`src/rtl/wb_pkg.sv`:
```
// wb_pkg: shared types and constants for the writeback arbiter.
//   wb_entry_t - one buffered long-latency response (destination + data).
//   DATA_W     - data width carried by wb_entry_t (register-file width).
//   REG_ADDR_W - register address width.
//   NUM_REGS   - architectural register count (x0 is hardwired zero).
package wb_pkg;

  localparam int DATA_W     = 32;
  localparam int REG_ADDR_W = 5;
  localparam int NUM_REGS   = 32;

  typedef struct packed {
    logic [REG_ADDR_W-1:0] rd;
    logic [DATA_W-1:0]     data;
  } wb_entry_t;

endpackage

```
`src/rtl/wb_fifo.sv`:
```
// wb_fifo: synchronous FIFO of wb_entry_t, no bypass.
//   clk, rst   - clock, synchronous active-high reset (empties the FIFO).
//   push       - write push_data this cycle (ignored when full).
//   push_data  - entry to write.
//   pop        - drop the head entry this cycle (ignored when empty).
//   full       - occupancy equals DEPTH.
//   empty      - occupancy is zero.
//   head       - oldest entry; valid only while !empty.
module wb_fifo
  import wb_pkg::*;
#(
  parameter int DEPTH = 4
) (
  input  logic      clk,
  input  logic      rst,
  input  logic      push,
  input  wb_entry_t push_data,
  input  logic      pop,
  output logic      full,
  output logic      empty,
  output wb_entry_t head
);

  localparam int PTR_W = $clog2(DEPTH);
  localparam int CNT_W = PTR_W + 1;

  wb_entry_t        mem_q [DEPTH];
  logic [PTR_W-1:0] wr_ptr_q, wr_ptr_d;
  logic [PTR_W-1:0] rd_ptr_q, rd_ptr_d;
  logic [CNT_W-1:0] count_q, count_d;
  logic             do_push, do_pop;

  assign full    = (count_q == CNT_W'(DEPTH));
  assign empty   = (count_q == '0);
  assign head    = mem_q[rd_ptr_q];
  assign do_push = push && !full;
  assign do_pop  = pop && !empty;

  // Pointers wrap naturally because DEPTH is a power of two.
  always_comb begin
    wr_ptr_d = wr_ptr_q;
    rd_ptr_d = rd_ptr_q;
    count_d  = count_q;
    if (do_push) wr_ptr_d = wr_ptr_q + 1'b1;
    if (do_pop)  rd_ptr_d = rd_ptr_q + 1'b1;
    case ({do_push, do_pop})
      2'b10:   count_d = count_q + 1'b1;
      2'b01:   count_d = count_q - 1'b1;
      default: count_d = count_q;
    endcase
  end

  // NOTE: sequential state uses non-blocking assignments so every flop
  // samples the pre-edge values regardless of block ordering.
  always_ff @(posedge clk) begin
    if (rst) begin
      wr_ptr_q <= '0;
      rd_ptr_q <= '0;
      count_q  <= '0;
    end else begin
      wr_ptr_q <= wr_ptr_d;
      rd_ptr_q <= rd_ptr_d;
      count_q  <= count_d;
    end
  end

  // NOTE: the storage array has no reset; entries are only observed after
  // being written, and leaving it unreset lets it map onto plain RAM.
  always_ff @(posedge clk) begin
    if (do_push) mem_q[wr_ptr_q] <= push_data;
  end

endmodule

```
`src/rtl/wb_arbiter.sv`:
```
// wb_arbiter: merges in-order pipeline writeback with buffered long-latency
// responses onto the single register-file write port, and keeps the
// per-register busy scoreboard used by issue.
//   clk, rst          - clock, synchronous active-high reset.
//   pipe_*_wb         - in-order result (valid/rd/data); never back-pressured.
//   ll_alloc_valid/rd - long-latency op issued; marks rd busy.
//   ll_resp_*         - long-latency response (valid/ready/rd/data).
//   busy              - scoreboard, bit 0 always 0.
//   wb_stall          - registered; upstream must keep pipe_valid_wb low.
//   rd_addr/data/en_wb- registered register-file write port.
//   protocol_err      - sticky protocol violation flag.
module wb_arbiter
  import wb_pkg::*;
#(
  parameter int DW         = 32,
  parameter int LQ_DEPTH   = 4,
  parameter int STARVE_MAX = 8
) (
  input  logic                  clk,
  input  logic                  rst,
  input  logic                  pipe_valid_wb,
  input  logic [REG_ADDR_W-1:0] pipe_rd_addr_wb,
  input  logic [DW-1:0]         pipe_rd_data_wb,
  input  logic                  ll_alloc_valid,
  input  logic [REG_ADDR_W-1:0] ll_alloc_rd,
  input  logic                  ll_resp_valid,
  output logic                  ll_resp_ready,
  input  logic [REG_ADDR_W-1:0] ll_resp_rd,
  input  logic [DW-1:0]         ll_resp_data,
  output logic [NUM_REGS-1:0]   busy,
  output logic                  wb_stall,
  output logic [REG_ADDR_W-1:0] rd_addr_wb,
  output logic [DW-1:0]         rd_data_wb,
  output logic                  rd_en_wb,
  output logic                  protocol_err
);

  localparam int STARVE_W = $clog2(STARVE_MAX + 1);

  wb_entry_t fifo_in, fifo_head;
  logic      fifo_push, fifo_pop, fifo_full, fifo_empty;
  logic      pipe_take;

  logic [REG_ADDR_W-1:0] rd_addr_q, rd_addr_d;
  logic [DW-1:0]         rd_data_q, rd_data_d;
  logic                  rd_en_q, rd_en_d;
  logic [NUM_REGS-1:0]   busy_q, busy_d;
  logic                  wb_stall_q, wb_stall_d;
  logic                  protocol_err_q, protocol_err_d;
  logic [STARVE_W-1:0]   starve_q, starve_d, starve_inc;

  assign fifo_in.rd   = ll_resp_rd;
  assign fifo_in.data = ll_resp_data;

  wb_fifo #(.DEPTH(LQ_DEPTH)) u_fifo (
    .clk       (clk),
    .rst       (rst),
    .push      (fifo_push),
    .push_data (fifo_in),
    .pop       (fifo_pop),
    .full      (fifo_full),
    .empty     (fifo_empty),
    .head      (fifo_head)
  );

  // A pipeline write to x0 does not occupy the port, so the FIFO may pop.
  assign pipe_take     = pipe_valid_wb && (pipe_rd_addr_wb != '0);
  assign fifo_pop      = !pipe_take && !fifo_empty;
  assign fifo_push     = ll_resp_valid && !fifo_full;
  assign ll_resp_ready = !fifo_full;

  // Write-port selection.
  always_comb begin
    rd_en_d   = 1'b0;
    rd_addr_d = rd_addr_q;
    rd_data_d = rd_data_q;
    if (pipe_take) begin
      rd_en_d   = 1'b1;
      rd_addr_d = pipe_rd_addr_wb;
      rd_data_d = pipe_rd_data_wb;
    end else if (fifo_pop && (fifo_head.rd != '0)) begin
      rd_en_d   = 1'b1;
      rd_addr_d = fifo_head.rd;
      rd_data_d = fifo_head.data;
    end
  end

  // Scoreboard: clear on pop first so a same-cycle set overrides it.
  always_comb begin
    busy_d = busy_q;
    if (fifo_pop && (fifo_head.rd != '0)) busy_d[fifo_head.rd] = 1'b0;
    if (ll_alloc_valid && (ll_alloc_rd != '0)) busy_d[ll_alloc_rd] = 1'b1;
    busy_d[0] = 1'b0;
  end

  always_comb begin
    protocol_err_d = protocol_err_q;
    if (ll_alloc_valid && (ll_alloc_rd != '0) && busy_q[ll_alloc_rd])
      protocol_err_d = 1'b1;
    if (pipe_valid_wb && (pipe_rd_addr_wb != '0) && busy_q[pipe_rd_addr_wb])
      protocol_err_d = 1'b1;
    if (ll_resp_valid && (ll_resp_rd != '0) && !busy_q[ll_resp_rd])
      protocol_err_d = 1'b1;
    if (pipe_valid_wb && wb_stall_q)
      protocol_err_d = 1'b1;
  end

  // Starvation: count cycles the pipeline holds off a waiting FIFO entry;
  // on the STARVE_MAX-th such cycle, request one stall cycle.
  always_comb begin
    starve_inc = starve_q + 1'b1;
    starve_d   = '0;
    wb_stall_d = 1'b0;
    if (!fifo_empty && pipe_take) begin
      if (starve_inc == STARVE_W'(STARVE_MAX)) begin
        wb_stall_d = 1'b1;
      end else begin
        starve_d = starve_inc;
      end
    end
  end

  always_ff @(posedge clk) begin
    if (rst) begin
      rd_addr_q      <= '0;
      rd_data_q      <= '0;
      rd_en_q        <= 1'b0;
      busy_q         <= '0;
      wb_stall_q     <= 1'b0;
      protocol_err_q <= 1'b0;
      starve_q       <= '0;
    end else begin
      rd_addr_q      <= rd_addr_d;
      rd_data_q      <= rd_data_d;
      rd_en_q        <= rd_en_d;
      busy_q         <= busy_d;
      wb_stall_q     <= wb_stall_d;
      protocol_err_q <= protocol_err_d;
      starve_q       <= starve_d;
    end
  end

  assign rd_addr_wb   = rd_addr_q;
  assign rd_data_wb   = rd_data_q;
  assign rd_en_wb     = rd_en_q;
  assign busy         = busy_q;
  assign wb_stall     = wb_stall_q;
  assign protocol_err = protocol_err_q;

endmodule

```
`config.mk`:
```
export PLATFORM = sky130hd
export DESIGN_NAME = wb_arbiter
export DESIGN_NICKNAME = d
export VERILOG_FILES = /design/src/rtl/wb_pkg.sv /design/src/rtl/wb_fifo.sv /design/src/rtl/wb_arbiter.sv
export SDC_FILE = /design/constraint.sdc
export NUM_CORES = 1
export LEC_CHECK = 0
export BUFFER_PORTS_ARGS = -buffer_cell sky130_fd_sc_hd__buf_2
export CAP_MARGIN = 20
export CORE_UTILIZATION = 61
export CTS_CLUSTER_DIAMETER = 40
export DETAILED_ROUTE_END_ITERATION = 16
export PLACE_DENSITY = 0.84
export SLEW_MARGIN = 10
export SYNTH_ARGS = -nofsm -noshare
export SYNTH_HDL_FRONTEND = slang
export SYNTH_HIERARCHICAL = 1
export SYNTH_SLANG_ARGS = --single-unit
export TNS_END_PERCENT = 30
```
`constraint.sdc`:
```
create_clock -name clk -period 5.4 [get_ports clk]
set_input_delay 0.81 -clock clk [delete_from_list [all_inputs] [get_ports clk]]
set_output_delay 0.81 -clock clk [all_outputs]
set_load 0.02 [all_outputs]
```
==> results of run 1 <==
==> critical path: stages (launching register included) <==
cell	delay, ns
dfxtp_2	0.87
mux4_2	0.65
or2_2	0.36
nor2_1	0.26
a211o_2	0.83
nand2_1	0.16
a311oi_2	0.39
==> worst paths after layout <==
kind | from | cells past startpoint | endpoint
max reg2reg | flop | 6 | rd_data_wb[8]$_SDFFE_PP0P_
min | ll_resp_data[2] | 1 | u_fifo/mem_q[1][2]$_DFFE_PP_
min reg2reg | starve_q[0]$_SDFF_PP0_ | 1 | starve_q[0]$_SDFF_PP0_
max | flop | 6 | rd_data_wb[8]$_SDFFE_PP0P_
==> cell type report <==
cell class	count	share of cell area
Inverter	13	0.00409
Clock buffer	34	0.0658
Clock inverter	22	0.0202
Tap cell	216	0.0226
Sequential cell	232	0.513
Multi-Input combinational cell	428	0.307
Timing Repair Buffer	158	0.0671
==> cell usage in the layout (no fill, tap or decap), types with 3 or more instances in the layout <==
cell type	synthesis	final
clkinv_1	0	3
o21ai_1	3	3
dfxtp_1	84	82
inv_6	0	8
or4b_1	4	4
mux4_2	52	52
xor2_1	4	4
nand2b_1	9	9
a311oi_2	30	30
inv_1	13	13
buf_4	1	4
and2_2	0	4
mux4_1	6	6
nor2_1	59	59
mux2i_1	10	10
o21ai_0	22	22
a311oi_1	7	7
a21oi_1	40	40
nor2b_1	4	4
o41ai_1	10	10
bufinv_16	0	3
or3_1	5	5
mux2_2	3	3
nand2_1	113	113
edfxtp_1	148	148
clkinv_2	0	3
clkbuf_16	0	30
ha_1	6	6
buf_2	15	154
==> flip-flops by register name, indices dropped and copies added (netlist names), 2 cells and up, named ones only <==
name and count:
rd_data_wb 32, u_fifo/rd_ptr_q 2, u_fifo/wr_ptr_q 2, u_fifo/count_q 3, u_fifo/mem_q 148, rd_addr_wb 5, starve_q 4, busy 31
==> cells by family (layout without fill, tap and decap cells) <==
family	Yosys count	count (layout)	synth area share
flip-flops	232	232	0.607
multiplexers	71	71	0.145
AO/OA/AOI/OAI	129	129	0.109
XOR/XNOR	6	6	0.00520
adder cells (fa/ha/maj)	7	7	0.00942
buffers and inverters	60	227	0.0325
AND/OR/NAND/NOR	214	214	0.0922
other	1	1	0.000371
==> metrics by stage <==
stage | instance area (um^2) | total power [mW] | hold slack (ns) | setup slack [ns]
after global routing | 11900 | 5.33 | 0.461 | 1.45
after detailed placement | 10900 | 3.16 | 0.470 | 1.75
final | 11900 | 5.15 | 0.471 | 1.73
after CTS | 11900 | 5.16 | 0.452 | 1.68
after floorplan | 10100 | 2.91 | 0.430 | 2.39
after global placement | 10900 | 3.11 | 0.437 | 1.95
==> routing by layer <==
layer,vias up,global-route usage,part of all wire
met5,-,0,0.0012
li1,3047,-,-
met2,352,0.510,0.51
met4,4,0.148,0.037
met3,82,0.0517,0.068
met1,3483,0.377,0.39
==> where the power goes <==
part | total [mW] | switching, mW | internal [mW]
clock | 2.00 | 0.790 | 1.21
sequential | 2.19 | 0.109 | 2.08
combinational | 0.959 | 0.609 | 0.350
==> summary.md, run 1 <==
| Metric | Value |
|---|---|
| Final nets | `954` |
| Unique masters post-synth | `57` |
| Avg WL per Cell | `22.9 um` |
| CTS Buf Count | `30` |
| Via density | `between 6 and 7` |
| Status | `completed` |
| Max-capacitance violation count | `0` |
| Non-Filler Instances | `around 1100` |
| Post-DRT Antenna Nets | `0` |
| Final core occ | `0.746` |
| DIE AREA | `17100 um^2` |
| DRT Pass-1 Iters | `5` |
| Clk pin slew, worst setup/hold paths | `0.06 ns` |
| DRC violations left | `0` |
| Ranking of synthesized cells by area | `edfxtp_1 44%, dfxtp_1 17%, mux4_2 12%, a311oi_2 4.5%, nand2_1 4.2%` |
| Sequential cell area | `between 6000 and 7000 um^2` |
| Hpwl dp | `15.8 mm` |
| Power Density | `431 nW/um^2` |
| Filler Cells Inserted | `1038` |
| Post-cts resize count | `0` |
| Peak Freq | `0.272 GHz` |
| Total I/O pin count | `157` |
| Post-CTS setup buffers | `0` |
| Fin. max-slew vios | `0` |
| Sink Count | `232` |
| Tot GR Track Use | `0.301` |
| Synth async-reset ratio | `0` |
| Crit path capture type | `flop` |
| Diode count | `0` |
| Total gr overflow | `0` |
| Synth Warn # | `6` |
| Port-buffer cells | `155` |
| RD Place Congestion | `0.985` |
| Largest area contributor in the netlist | `edfxtp_1` |
| Number of global-route vias before repair | `~7000` |
| Hold Fails Final Rpt | `0` |
| Pleak | `4.31 nW` |
| Worst EP required | `around 6 ns` |
| Most frequent cells after synthesis | `148 x edfxtp_1, 113 x nand2_1, 84 x dfxtp_1` |
| Cell Area, Synth | `10100 um^2` |
| Vias | `6968` |
| Hold_buf cts | `0` |
| Worst skew pair latency | `0.55 ns` |
| RSZ-0062 raised after global routing | `no` |
| Period utilization | `0.680` |
| CP Launch Type | `flop` |
| CP Data Arrival Time | `4.11 ns` |
| CTS tree | `yes` |
| Syn_area_per_cell | `~14 um^2` |
| H-tree level count | `1` |
| Layout cells sized above 1 | `0.347` |
| Maximum vdd drop | `0.000319 V` |
| Worst Max-Slew Pin Slew | `around 1.1 ns` |
| EDFF count, synth | `148` |
| Core Region | `16000 um^2` |
| Initial Utilization | `0.631` |
| Cells after DPL | `1047` |
| Chip height | `131 um` |
| Most common cell in the netlist | `edfxtp_1` |
| Syn nets | `811` |
| Crit Path Class | `reg2reg` |
| Register area share after synthesis | `0.607` |
| FF+latch count, synth | `between 200 and 250` |
| Antenna violations before repair | `2` |
| Setup tns final | `0 ns` |
| CTS Root Cell | `clkbuf_16` |
| Multi-input logic area | `3670 um^2` |
| Worst-path fanout max | `47` |
| Die W | `131 um` |
| DRC violation total after the first TritonRoute iteration | `632` |
| Largest net degree at the start of global routing | `81` |
| Yosys top cell area share | `0.440` |
| P&R area growth vs syn | `18.3%` |
| First-pass GRT wire length | `37.7 mm` |
| Routed WL | `25.2 mm` |
| Worst reg2reg setup slack | `1.73 ns` |
| Post-synthesis cell count | `about 700` |
| Final setup viols | `0` |
| Clock skew | `around 0.019 ns` |
| Clock Path Buffers | `3` |
| Hold WC Path Type | `in2reg` |
| Fin crit period | `about 3.7 ns` |
| Max-slew headroom | `0.266` |
| FP Rows | `46` |
| Prevailing post-synth register cell | `edfxtp_1` |
No activity file was read; power rests on OpenSTA's default activity.
==> run 2: changes to the inputs <==
- CORE_UTILIZATION: 61 -> 51
- PLACE_DENSITY: 0.84 -> 0.75
- clock period: 5.4 -> 2.95 ns (I/O delays scaled with it)
==> run 2 against run 1 <==
Effect of this change: via count is 2.5% lower; non-clock buffer count is 26 higher; highest routed layer is now met4; clock power is 69% higher; global-route usage is 6.5 points lower.
==> summary.md, run 2 (same netlist as run 1, synthesis figures left out) <==
| Metric | Value |
|---|---|
| Clock Path Buffers | `3 (unchanged)` |
| Hold path depth | `1 (unchanged)` |
| Peak Freq | `0.369 GHz (+35%)` |
| Final nets | `979 (+2.6%)` |
| Multi-input logic area | `3660 um^2 (-0.14%)` |
| CP Launch Type | `flop` |
| Maximum vdd drop | `0.000469 V (+47%)` |
| Number of flip-flops in the largest register | `148 (unchanged)` |
| CTS Buf Count | `29 (-3.3%)` |
| Worst skew pair latency | `0.53 ns (-0.02 ns)` |
| Number of global-route vias before repair | `6579 (-6.2%)` |
| Tot GR Track Use | `0.235 (-0.0654)` |
| Sw frac | `0.293 (-0.000479)` |
| Layout cells sized above 1 | `0.360 (+0.0132)` |
| Hpwl dp | `15.5 mm (-1.6%)` |
| Max-capacitance violation count | `0 (unchanged)` |
| Via density | `5.77 (-8.6%)` |
| Filler Cells Inserted | `1444 (+39%)` |
| Clock skew | `0.0196 ns (+0.000845 ns)` |
| Fin. max-slew vios | `0 (unchanged)` |
| DIE AREA | `20400 um^2 (+19%)` |
| Initial Utilization | `0.519 (-0.112)` |
| Pleak | `4.41 nW (+2.3%)` |
| Final setup viols | `0 (unchanged)` |
| Commonest non-fill, non-tap cell in the layout | `buf_2` |
| Fin crit period | `2.71 ns (-0.961 ns)` |
| Post-cts resize count | `0 (unchanged)` |
| P_int | `6.49 mW (+78%)` |
| Setup tns final | `0 ns (unchanged)` |
| Die W | `143 um (+9.2%)` |
| Total I/O pin count | `157 (unchanged)` |
| Worst EP required | `3.37 ns (-2.47 ns)` |
| DRC violations left | `0 (unchanged)` |
| Antenna violations before repair | `0 (-2)` |
| Largest net degree at the start of global routing | `53 (-35%)` |
| Status | `completed` |
| R2R depth | `7 (+1)` |
| CP Data Arrival Time | `3.14 ns (-0.97 ns)` |
| Most frequent cells in the layout | `154 x buf_2, 148 x edfxtp_1, 113 x nand2_1` |
| Clock power share | `0.368 (-0.021)` |
| Post-CTS setup buffers | `0 (unchanged)` |
| Power Density | `754 nW/um^2 (+75%)` |
| Worst Max-Slew Pin Slew | `0.671 ns (-0.431 ns)` |
| Sink Count | `232 (unchanged)` |
| H-tree level count | `1 (unchanged)` |
| Hold Fails Final Rpt | `0 (unchanged)` |
| Routed WL | `23.5 mm (-6.7%)` |
| Total gr overflow | `0 (unchanged)` |
| RD Place Congestion | `0.898 (-8.9%)` |
| Core Region | `19500 um^2 (+22%)` |
| Port-buffer cells | `155 (unchanged)` |
| RSZ-0062 raised after global routing | `no` |
| Comb pwr share | `0.204 (+0.018)` |
| Period utilization | `0.919 (+0.239)` |
| Vias | `6794 (-2.5%)` |
| First-pass GRT wire length | `36.2 mm (-4.0%)` |
| Crit path capture type | `flop` |
| FP Rows | `51 (+11%)` |
| Design Area, Final | `12200 um^2 (+1.9%)` |
| CTS tree | `yes` |
| Crit Path Class | `reg2reg` |
| DRT Pass-1 Iters | `5 (unchanged)` |
| Chip height | `143 um (+9.2%)` |
| Final core occ | `0.625 (-0.121)` |
| Sw Pwr | `2.68 mW (+78%)` |
| Post-DRT Antenna Nets | `0 (unchanged)` |
| Placed instance area | `11200 um^2 (+2.6%)` |
| Top reg by flops | `u_fifo/mem_q` |
| Reg power frac | `0.428 (+0.003)` |
| CTS Root Cell | `clkbuf_16` |
| P&R area growth vs syn | `20.5%` |
| Avg WL per Cell | `20.0 um (-13%)` |
| Worst-path fanout max | `25 (-47%)` |
| DRC violation total after the first TritonRoute iteration | `596 (-5.7%)` |
| Hold_buf cts | `0 (unchanged)` |
| Max-slew headroom | `0.553 (+0.287)` |
| Clk pin slew, worst setup/hold paths | `0.06 ns (about the same)` |
| Sequential cell area | `6130 um^2 (unchanged)` |
| Hold WC Path Type | `in2reg` |
==> run 2: cell types whose count changed in the layout (fill, tap and decap cells not counted), moves of 2 or more <==
cell       change
buf_12         +3
buf_4         +23
bufinv_16      -3
clkbuf_1       +3
clkinv_8       +4
diode_2        +2
inv_6          -6
==> run 2: worst paths after layout <==
| check | slack [ns] | endpoint | startpoint |
|---|---|---|---|
| setup / recovery | 0.24 | rd_data_wb[9]$_SDFFE_PP0P_ | flop |
| hold / removal | 0.13 | u_fifo/mem_q[3][27]$_DFFE_PP_ | ll_resp_data[27] |
| setup reg to reg | 0.24 | rd_data_wb[9]$_SDFFE_PP0P_ | flop |
| hold reg to reg | 0.48 | starve_q[0]$_SDFF_PP0_ | starve_q[0]$_SDFF_PP0_ |
==> run 2: final cells by class <==
class / count / share of cell area
Sequential cell: 232 / 0.504
Multi-Input combinational cell: 428 / 0.301
Timing Repair Buffer: 184 / 0.0849
Clock buffer: 37 / 0.0655
Tap cell: 265 / 0.0272
Clock inverter: 16 / 0.0135
Inverter: 13 / 0.00401
Antenna cell: 2 / 0.000411
==> run 2: power groups by stage <==
stage / Clock [mW] / Combinational (mW) / Sequential (mW)
2_1_floorplan: 0 / 1.27 / 4.06
3_3_place_gp: 0 / 1.84 / 3.98
3_5_place_dp: 0 / 1.87 / 3.99
4_1_cts: 3.44 / 1.88 / 3.93
5_1_grt: 3.56 / 2.05 / 3.96
6_report: 3.38 / 1.87 / 3.93
==> run 2: metal layers <==
metal,global-route usage,wire length (um)
met1,0.321,9840
met2,0.385,11400
met3,0.0402,1760
met4,0.0775,539
met5,0,0
==> run 2: worst max-delay path, cell delays in order, from the launching register on <==
cell and delay, ns:
dfxtp_2 0.44, mux4_2 0.59, or2_2 0.37, nor2_1 0.14, a211o_2 0.31, buf_4 0.34, nand2_1 0.12, a311oi_2 0.28
==> run 2: per-stage QoR <==
step	power, mW	setup slack [ns]	instances	hold slack [ns]
6_report	9.18	0.240	1177	0.127
5_1_grt	9.56	0.110	1175	0.119
4_1_cts	9.25	0.245	1175	0.110
3_5_place_dp	5.86	0.0254	1122	0.463
3_3_place_gp	5.82	0.0677	1122	0.448
2_1_floorplan	5.32	0.305	720	0.430
